--- src/rtl/uart_cmd_decoder_if.sv ---
// -----------------------------------------------------------------------------
// uart_cmd_decoder_if
// Signal bundle between the UART byte receiver, the command decoder and the
// register-mapped slaves it writes to.
//
//   rx_data   [7:0]  received byte, valid when rx_done=1
//   rx_done          one-cycle strobe, new byte on rx_data
//   m_wr             one-cycle register write strobe
//   m_addr    [7:0]  register address, valid with m_wr (held until next write)
//   m_wrdata  [15:0] register write data, valid with m_wr (held until next write)
//   frame_err        one-cycle strobe, a frame was discarded
//   busy             high while a frame is partially received
//
// Modports:
//   master : the decoder (consumes bytes, initiates register writes)
//   slave  : the environment around it (byte source and register slaves)
// -----------------------------------------------------------------------------
interface uart_cmd_decoder_if;
    logic [7:0]  rx_data;
    logic        rx_done;
    logic        m_wr;
    logic [7:0]  m_addr;
    logic [15:0] m_wrdata;
    logic        frame_err;
    logic        busy;

    modport master (
        input  rx_data,
        input  rx_done,
        output m_wr,
        output m_addr,
        output m_wrdata,
        output frame_err,
        output busy
    );

    modport slave (
        output rx_data,
        output rx_done,
        input  m_wr,
        input  m_addr,
        input  m_wrdata,
        input  frame_err,
        input  busy
    );
endinterface

--- src/rtl/uart_cmd_decoder.sv ---
// -----------------------------------------------------------------------------
// uart_cmd_decoder
// Turns the UART receiver byte stream into register writes for the scope's
// register-mapped slaves (DDS control, sampling, capture).
//
// Frame: HDR0 HDR1 ADDR DATA_H DATA_L [CS] TAIL
//   A complete frame with a correct TAIL produces one m_wr pulse one clock
//   after the TAIL byte's rx_done, with m_addr=ADDR, m_wrdata={DATA_H,DATA_L}.
//   Bad TAIL, bad CS or a stalled frame (no byte for TIMEOUT_CYC cycles)
//   discards the frame and pulses frame_err instead; no write happens.
//
// Optional build macro:
//   CMD_CHECKSUM_EN  when defined, the frame carries CS between DATA_L and TAIL,
//                    CS = (ADDR + DATA_H + DATA_L) mod 256. When undefined no
//                    checksum state or logic exists.
//
// Ports:
//   clk  system clock
//   rst  asynchronous, active-low reset
//   bus  uart_cmd_decoder_if.master (rx_data/rx_done in; m_wr, m_addr,
//        m_wrdata, frame_err, busy out)
//
// Parameters:
//   TIMEOUT_CYC  max clk cycles between consecutive bytes of one frame
//   HDR0, HDR1   header bytes
//   TAIL         terminator byte
// -----------------------------------------------------------------------------
module uart_cmd_decoder #(
    parameter int unsigned TIMEOUT_CYC = 100000,
    parameter logic [7:0]  HDR0        = 8'h55,
    parameter logic [7:0]  HDR1        = 8'hA5,
    parameter logic [7:0]  TAIL        = 8'hF0
) (
    input  logic               clk,
    input  logic               rst,
    uart_cmd_decoder_if.master bus
);

    // Counter is one bit wider than needed to hold TIMEOUT_CYC-1 so the
    // terminal count never sits at the top of the range.
    localparam int unsigned    CNT_W    = $clog2(TIMEOUT_CYC) + 1;
    localparam logic [CNT_W-1:0] CNT_TERM = CNT_W'(TIMEOUT_CYC - 1);

    localparam logic [2:0] S_H0   = 3'd0;
    localparam logic [2:0] S_H1   = 3'd1;
    localparam logic [2:0] S_ADDR = 3'd2;
    localparam logic [2:0] S_DH   = 3'd3;
    localparam logic [2:0] S_DL   = 3'd4;
    localparam logic [2:0] S_TAIL = 3'd5;
`ifdef CMD_CHECKSUM_EN
    localparam logic [2:0] S_CS   = 3'd6;
`endif

    logic [2:0]       state_reg,     state_next;
    logic [CNT_W-1:0] cnt_reg,       cnt_next;
    logic [7:0]       addr_reg,      addr_next;
    logic [7:0]       dh_reg,        dh_next;
    logic [7:0]       dl_reg,        dl_next;
    logic             m_wr_reg,      m_wr_next;
    logic [7:0]       m_addr_reg,    m_addr_next;
    logic [15:0]      m_wrdata_reg,  m_wrdata_next;
    logic             frame_err_reg, frame_err_next;

    logic             timeout_hit;

`ifdef CMD_CHECKSUM_EN
    logic [7:0]       cs_calc;
    // 8-bit sum wraps naturally, giving the mod-256 checksum.
    assign cs_calc = addr_reg + dh_reg + dl_reg;
`endif

    // A byte arriving on the terminal-count cycle wins over the timeout.
    assign timeout_hit = (state_reg != S_H0) && !bus.rx_done && (cnt_reg == CNT_TERM);

    // -------------------------------------------------------------------------
    // Inter-byte timeout counter: idle in S_H0, restarted by every byte,
    // saturating at the terminal count (timeout_hit clears it anyway).
    // -------------------------------------------------------------------------
    always_comb begin
        cnt_next = cnt_reg;
        if (bus.rx_done || (state_reg == S_H0) || timeout_hit) begin
            cnt_next = '0;
        end else if (cnt_reg != CNT_TERM) begin
            cnt_next = cnt_reg + 1'b1;
        end
    end

    // -------------------------------------------------------------------------
    // Frame parser. State only moves on rx_done, except for the timeout.
    // -------------------------------------------------------------------------
    always_comb begin
        state_next     = state_reg;
        addr_next      = addr_reg;
        dh_next        = dh_reg;
        dl_next        = dl_reg;
        m_addr_next    = m_addr_reg;
        m_wrdata_next  = m_wrdata_reg;
        m_wr_next      = 1'b0;
        frame_err_next = 1'b0;

        if (timeout_hit) begin
            state_next     = S_H0;
            frame_err_next = 1'b1;
        end else if (bus.rx_done) begin
            case (state_reg)
                S_H0: begin
                    if (bus.rx_data == HDR0) begin
                        state_next = S_H1;
                    end
                end
                S_H1: begin
                    // A repeated HDR0 may be the real start of a frame, so
                    // keep waiting for HDR1. Anything else is line noise and
                    // is dropped silently.
                    if (bus.rx_data == HDR1) begin
                        state_next = S_ADDR;
                    end else if (bus.rx_data != HDR0) begin
                        state_next = S_H0;
                    end
                end
                S_ADDR: begin
                    addr_next  = bus.rx_data;
                    state_next = S_DH;
                end
                S_DH: begin
                    dh_next    = bus.rx_data;
                    state_next = S_DL;
                end
                S_DL: begin
                    dl_next    = bus.rx_data;
`ifdef CMD_CHECKSUM_EN
                    state_next = S_CS;
`else
                    state_next = S_TAIL;
`endif
                end
`ifdef CMD_CHECKSUM_EN
                S_CS: begin
                    if (bus.rx_data == cs_calc) begin
                        state_next = S_TAIL;
                    end else begin
                        state_next     = S_H0;
                        frame_err_next = 1'b1;
                    end
                end
`endif
                S_TAIL: begin
                    state_next = S_H0;
                    if (bus.rx_data == TAIL) begin
                        m_wr_next     = 1'b1;
                        m_addr_next   = addr_reg;
                        m_wrdata_next = {dh_reg, dl_reg};
                    end else begin
                        frame_err_next = 1'b1;
                    end
                end
                default: begin
                    state_next = S_H0;
                end
            endcase
        end
    end

    always_ff @(posedge clk or negedge rst) begin
        if (!rst) begin
            state_reg     <= S_H0;
            cnt_reg       <= '0;
            addr_reg      <= '0;
            dh_reg        <= '0;
            dl_reg        <= '0;
            m_wr_reg      <= 1'b0;
            m_addr_reg    <= '0;
            m_wrdata_reg  <= '0;
            frame_err_reg <= 1'b0;
        end else begin
            state_reg     <= state_next;
            cnt_reg       <= cnt_next;
            addr_reg      <= addr_next;
            dh_reg        <= dh_next;
            dl_reg        <= dl_next;
            m_wr_reg      <= m_wr_next;
            m_addr_reg    <= m_addr_next;
            m_wrdata_reg  <= m_wrdata_next;
            frame_err_reg <= frame_err_next;
        end
    end

    assign bus.m_wr      = m_wr_reg;
    assign bus.m_addr    = m_addr_reg;
    assign bus.m_wrdata  = m_wrdata_reg;
    assign bus.frame_err = frame_err_reg;
    assign bus.busy      = (state_reg != S_H0);

endmodule

--- src/flat_wrapper.sv ---
// flat-port wrapper written by rule: the top's interface ports become plain ports
module uart_cmd_decoder_flat 
#(
    parameter int unsigned TIMEOUT_CYC = 100000,
    parameter logic [7:0]  HDR0        = 8'h55,
    parameter logic [7:0]  HDR1        = 8'hA5,
    parameter logic [7:0]  TAIL        = 8'hF0
)
  (clk, rst, bus_rx_data, bus_rx_done, bus_m_wr, bus_m_addr, bus_m_wrdata, bus_frame_err, bus_busy);
  uart_cmd_decoder_if bus_i ();
  input  logic clk;
  input  logic rst;
  input wire logic [$bits(bus_i.rx_data)-1:0] bus_rx_data;
  input wire logic [$bits(bus_i.rx_done)-1:0] bus_rx_done;
  output wire logic [$bits(bus_i.m_wr)-1:0] bus_m_wr;
  output wire logic [$bits(bus_i.m_addr)-1:0] bus_m_addr;
  output wire logic [$bits(bus_i.m_wrdata)-1:0] bus_m_wrdata;
  output wire logic [$bits(bus_i.frame_err)-1:0] bus_frame_err;
  output wire logic [$bits(bus_i.busy)-1:0] bus_busy;
  assign bus_i.rx_data = bus_rx_data;
  assign bus_i.rx_done = bus_rx_done;
  assign bus_m_wr = bus_i.m_wr;
  assign bus_m_addr = bus_i.m_addr;
  assign bus_m_wrdata = bus_i.m_wrdata;
  assign bus_frame_err = bus_i.frame_err;
  assign bus_busy = bus_i.busy;
  uart_cmd_decoder #(.TIMEOUT_CYC(TIMEOUT_CYC), .HDR0(HDR0), .HDR1(HDR1), .TAIL(TAIL)) u_core (.clk(clk), .rst(rst), .bus(bus_i));
endmodule
--- config.mk ---
export PLATFORM = sky130hd
export DESIGN_NAME = uart_cmd_decoder_flat
export DESIGN_NICKNAME = d
export VERILOG_FILES = /design/src/rtl/uart_cmd_decoder_if.sv /design/src/rtl/uart_cmd_decoder.sv /design/src/flat_wrapper.sv
export SDC_FILE = /design/constraint.sdc
export NUM_CORES = 1
export LEC_CHECK = 0
export CAP_MARGIN = 5
export CORE_MARGIN = 1
export CORE_UTILIZATION = 55
export CTS_CLUSTER_DIAMETER = 150
export DETAILED_ROUTE_END_ITERATION = 7
export MAX_ROUTING_LAYER = met4
export PLACE_DENSITY = 0.77
export SYNTH_ARGS = -nofsm -noshare
export SYNTH_HDL_FRONTEND = slang
export SYNTH_SLANG_ARGS = --single-unit
--- constraint.sdc ---
create_clock -name clk -period 3.75 [get_ports clk]
set_clock_uncertainty 0.1 [all_clocks]
set_input_delay 0.5625 -clock clk [delete_from_list [all_inputs] [get_ports clk]]
set_output_delay 0.5625 -clock clk [all_outputs]
set_load 0.01 [all_outputs]
* After elaboration in Yosys (flattened, before gate mapping)
Cells that the tools add are included.
** Operators by class
- Add/subtract/negate cells :: 1
- Reductions and logical operators :: 14
- Mux-type cells :: 16
- Equal/unequal tests :: 13
- Bitwise operators :: 1
** Operators with widths (number)
- 18-bit 2-to-1 mux :: 2
- 18-bit by 1-bit adder with 18-bit output, second input constant :: 1
- 18-bit by 17-bit equality test with 1-bit output, second input constant :: 1
- 18-bit by 17-bit != test with 1-bit output, second input constant :: 1
- 8-bit equality test, second input constant :: 2
- 3-bit 2-to-1 mux :: 5
- 3-bit one-hot mux with 5 select lines :: 1
- 3-bit AND reduction :: 4
- 8-bit by 7-bit equality test with 1-bit output, second input constant :: 1
- 1-bit 2-to-1 mux :: 8
- 8-bit by 7-bit != test with 1-bit output, second input constant :: 1
- 3-bit by 2-bit equality test with 1-bit output, second input constant :: 2
- 3-bit equality test, second input constant :: 2
- 4-bit by 1-bit != test with 1-bit output, second input constant :: 1
- 4-bit AND reduction :: 1
- 2-bit nonzero test :: 2
- 3-bit by 1-bit equality test with 1-bit output, second input constant :: 1
- 3-bit logical NOT :: 1
- 3-bit by 2-bit != test with 1-bit output, second input constant :: 1
- 3-bit nonzero test :: 1
- 1-bit logical AND :: 2
- 1-bit logical OR :: 2
- 1-bit logical NOT :: 1
- 1-bit NOT :: 1
** Storage, ports and cells
- Register bits after elaboration :: 71
- Bits of input ports :: 11

* Longest topological paths before layout
- Word-level depth :: 6
- Gate-level depth with buffers :: 6
- Mapped depth without buffers :: 5

* Least setup slack after synthesis
No wires, ideal clock.
- Kind :: input -> register
- Start point :: input bus_rx_done
- End point :: register u_core.m_addr_reg[0], in the netlist u_core.bus.m_addr[0]
- Setup time :: 0.125 ns
- Path slack :: 1.572 ns
- Stages on the path :: 5
- Data required time :: 3.525 ns
- Data arrival time :: 1.953 ns
- Buffers on the path :: 2
- Cell sequence :: clkbuf_1 nand4b_1 nor3_2 buf_2 mux2_2
** Between the ends
- Word-level cells in the longest chain between the ends :: 5
** Ends and longest elaborated chain
- start: declaration :: RTL line flat_wrapper.sv:14 : input wire logic [$bits(bus_i.rx_done)-1:0] bus_rx_done;
- 1-bit logical NOT :: RTL line uart_cmd_decoder.sv:73 : assign timeout_hit = (state_reg != S_H0) && !bus.rx_done && (cnt_reg == CNT_TERM);
- 1-bit logical AND (2 in series) :: RTL line uart_cmd_decoder.sv:73
- 1-bit NOT (no line)
- 4-bit AND reduction (no line) *
- end signal: assignment :: RTL line uart_cmd_decoder.sv:182 : m_addr_reg <= m_addr_next;
- end: declaration :: RTL line uart_cmd_decoder.sv:60 : logic [7:0] m_addr_reg, m_addr_next;
Every way passes the cells marked *; elsewhere a longest branch is shown, timed or not.
A chain may end at the register's enable or synchronous reset.

* Worst setup path in the final report
- Start point :: register u_core.state_reg[1]
- End point :: output bus_busy
** Between the ends
- Word-level cells in the longest chain between the ends :: 1
** Ends and longest elaborated chain
- start: declaration :: RTL line uart_cmd_decoder.sv:54 : logic [2:0] state_reg, state_next;
- start signal: assignment :: RTL line uart_cmd_decoder.sv:176 : state_reg <= state_next;
- 3-bit nonzero test :: RTL line uart_cmd_decoder.sv:192 : assign bus.busy = (state_reg != S_H0);
- end: declaration :: RTL line flat_wrapper.sv:19 : output wire logic [$bits(bus_i.busy)-1:0] bus_busy;
No other way between the ends.

==> metrics.md <==
| Metric | Value |
|---|---|
| Share of the synthesized area in the top cell type | between 50% and 60% |
| Global-route wire length before repair | 10100 microns |
| Routability cong. | 0.776 |
| Tmin final | 2.49 ns |
| Worst-Margin Slew | 0.862 ns |
| Synthesized Nets | 254 |
| Max reg flops | 18 |
| IO buf count | 37 |
| Vias post-DR | 2024 |
| Pre-CTS WS | 0.956 ns |
| Placement Cell Area | 3510 sq um |
| DRT Pass-1 Iters | 4 |
| DRC Markers | 0 |
| CTS H-tree lvls | 3 |
| WL per Instance | approximately 16 microns |
| Clock Root Buffer | clkbuf_8 |
| Synth Instances | 242 |
| RSZ-0062 raised after global routing | no |
| Synth warn | 0 |
| I/O pin count | 38 |
| Chip width | 76.7 microns |
| Post-Synth Simple-Gate Area | about 14% |
| FILL cells | 346 |
| Die area | 5880 sq um |
| Core ar. | 5240 sq um |
| Hold Crit Class | primary input to asynchronous set/reset pin |
| Critical path class | flop to primary output |
| Skew-Pair Late Insertion Delay | 0.35 ns |
| Cell family with most CP delay | buffers and inverters |
| CTS tree | built |
| Syn Area/Cell | 12.7 sq um |
| Multiplexer share of the synthesized area | between 15 and 20% |
| Compound-Gate Fraction of Synth Area | under 10% |
| TritonCTS Buffers | 9 |
| FF-to-FF End | u_core.bus.m_wrdata[3] |
| Ant diodes | 0 |
| Setup Fix Bufs, Post-CTS | 0 |
| DR iter-0 viols | 122 |
| Dpl hpwl | 3870 microns |
| Commonest non-fill, non-tap cell in the layout | dfrtp_1 |
| Worst Setup End Kind | primary output |
| Nets | 294 |
| Routed wire length | roughly 5800 microns |
| CP Data Arrival Time | 1.82 ns |
| Fin. max-slew vios | 0 |
| GRT Total Usage | a little under a quarter |
| Initial antenna violation count | 0 |
| Largest family of logic cells by synthesized area | multiplexers |
| P_sw | 0.415 mW |
| Clk pwr share | between 40% and 50% |
| Gr ovfl total | 0 |
| Switching share of power | between 20 and 25% |
| Die Height | 76.7 microns |
| Commonest non-fill, non-tap cells in the layout | dfrtp_1 (71), mux2_2 (48), clkdlybuf4s50_1 (36), nor2_1 (22), nand2_1 (10) |
| Startpoint types | flop |
| CP required | roughly 3.1 ns |
| Tcrit/Tclk final | 66.3% |
| Reg clk slew, reported paths | around 0.08 ns |
| Power Dens Cells | 447 nW/um^2 |
| Synth Area in Adders | 0.408% |
| Pint | 1.25 mW |
| Combinational share of power | 9.3% |
| Worst path bufs/invs | 2 |
| Final antenna-violating net count | 0 |
| Sink Count | 71 |
| Mapped cell area | 3070 sq um |
| Initial Utilization | 58.6% |
| Slowest stage delay, CP | ~0.5 ns |
| Max-slew headroom | 42.5% |
| Synthesis-to-layout area growth | 21.8% |
| Share of cells above drive strength 1 | 25.4% |
| TNS Setup | 0 ns |
| Max-Cap Viols | 0 |
| Largest net degree at the start of global routing | ~70 |
| Post_cts resized | 0 |
| Final Setup Violations | 0 |
| Flop pwr share | between 50% and 60% |
| Distinct cells, synth | 35 |
| Seq/Total Area, Yosys | 57.9% |
| Vias per cell | 5.67 |
| Final Instance Area | 3730 sq um |
| CP Max Fanout | 10 |
| Fmax | approximately 0.40 GHz |
| Max VDD drop | 323 uV |
| CP cell instances | nor3_1, inv_1, clkdlybuf4s50_1 |
| Synth area leaders | dfrtp_1 (58%), mux2_2 (18%), nor2_1 (2.7%) |
| Vias in the first global route | 2019 |
| Post-synthesis xor/xnor area fraction | 3.43% |
| Bufs on Longest Clock Path | 2 |
| Hold-fix buffers, CTS | 0 |
| #FFs+latches synth | 71 |
| Cell taking the most area after synthesis | dfrtp_1 |
| Reg2reg setup slack | 1.61 ns |
| Static leakage | around 1.7 nW |
| Status | complete, no violations |
| Cell Rows | 26 |
| R2R depth | 4 |
| CP max-delay cell | dfrtp_1 |
| Hold Fails Final Rpt | 0 |
| RR Startpoint | u_core.state_reg[1] |
| Setup WS post-layout | 1.26 ns |
worst reg2reg max path, delay by kind of cell (launching register included):
kind                   cells  cell delay [ns]
multiplexers               1             0.35
flip-flops                 1             0.49
AND/OR/NAND/NOR            2             0.86
buffers and inverters      1             0.23
routing by layer:
layer  global-route usage, %  part of all wire [%]  vias to the layer above
li1                        -                     -                      957
met1                    31.8                    50                     1021
met2                    32.9                    45                       36
met5                       -                     0                        -
met4                    12.5                   2.2                        0
met3                    5.00                   3.1                       10
metrics by stage:
stage	hold slack, ns	utilization (%)	std cells	power [mW]
floorplan	0.167	-	242	0.944
global placement	0.380	67.1	341	1.00
detailed placement	0.387	67.1	341	1.01
CTS	0.336	71.3	357	1.68
global route	0.376	71.3	357	1.74
finish	0.299	71.3	357	1.67
logic make-up after synthesis:
logic type | Yosys count
adder cells (fa/ha/maj) | 1
XOR/XNOR | 12
multiplexers | 50
AND/OR/NAND/NOR | 75
AO/OA/AOI/OAI | 18
buffers and inverters | 15
flip-flops | 71
synth_stat cells (all sizes together):
cell	n
nor2	22
and3	2
inv	4
a21boi	1
o31ai	3
clkbuf	6
xor2	5
or3	3
mux2i	1
o311ai	1
xnor2	7
and4	2
or4	3
nand2	10
nand4	7
nand3	8
mux2	49
buf	5
or4bb	3
o21ai	6
a21oi	6
dfrtp	71
o31a	1
nor3b	2
ha	1
nand4b	2
nor4	5
nor4bb	2
nor3	4
power by group through the flow:
stage          clock [mW]  combinational, mW  sequential (mW)
6_report            0.674              0.155            0.839
5_1_grt             0.725              0.174            0.844
4_1_cts             0.687              0.158            0.839
3_5_place_dp            0              0.156            0.854
3_3_place_gp            0              0.152            0.852
2_1_floorplan           0              0.112            0.832
worst max path at each step:
stage | to | from | depth (start not counted)
6_report | bus_busy | u_core.state_reg[1] | 3
5_1_grt | bus_busy | u_core.state_reg[1] | 3
4_1_cts | bus_busy | u_core.state_reg[1] | 3
3_5_place_dp | u_core.bus.m_addr[6] | bus_rx_done | 5
3_3_place_gp | u_core.bus.m_wrdata[15] | bus_rx_done | 5
2_1_floorplan | u_core.bus.m_addr[0] | bus_rx_done | 5
area by class of cell:
| cell class | instances | area [sq um] | area share, % |
|---|---|---|---|
| multi-input combinational | 156 | 1230 | 33.0 |
| tap | 70 | 87.6 | 2.35 |
| timing repair buffer | 40 | 400 | 10.7 |
| inverter | 4 | 15.0 | 0.402 |
| clock inverter | 6 | 93.8 | 2.51 |
| clock buffer | 10 | 128 | 3.42 |
| sequential | 71 | 1780 | 47.6 |
(Power assumes the default switching activity.)
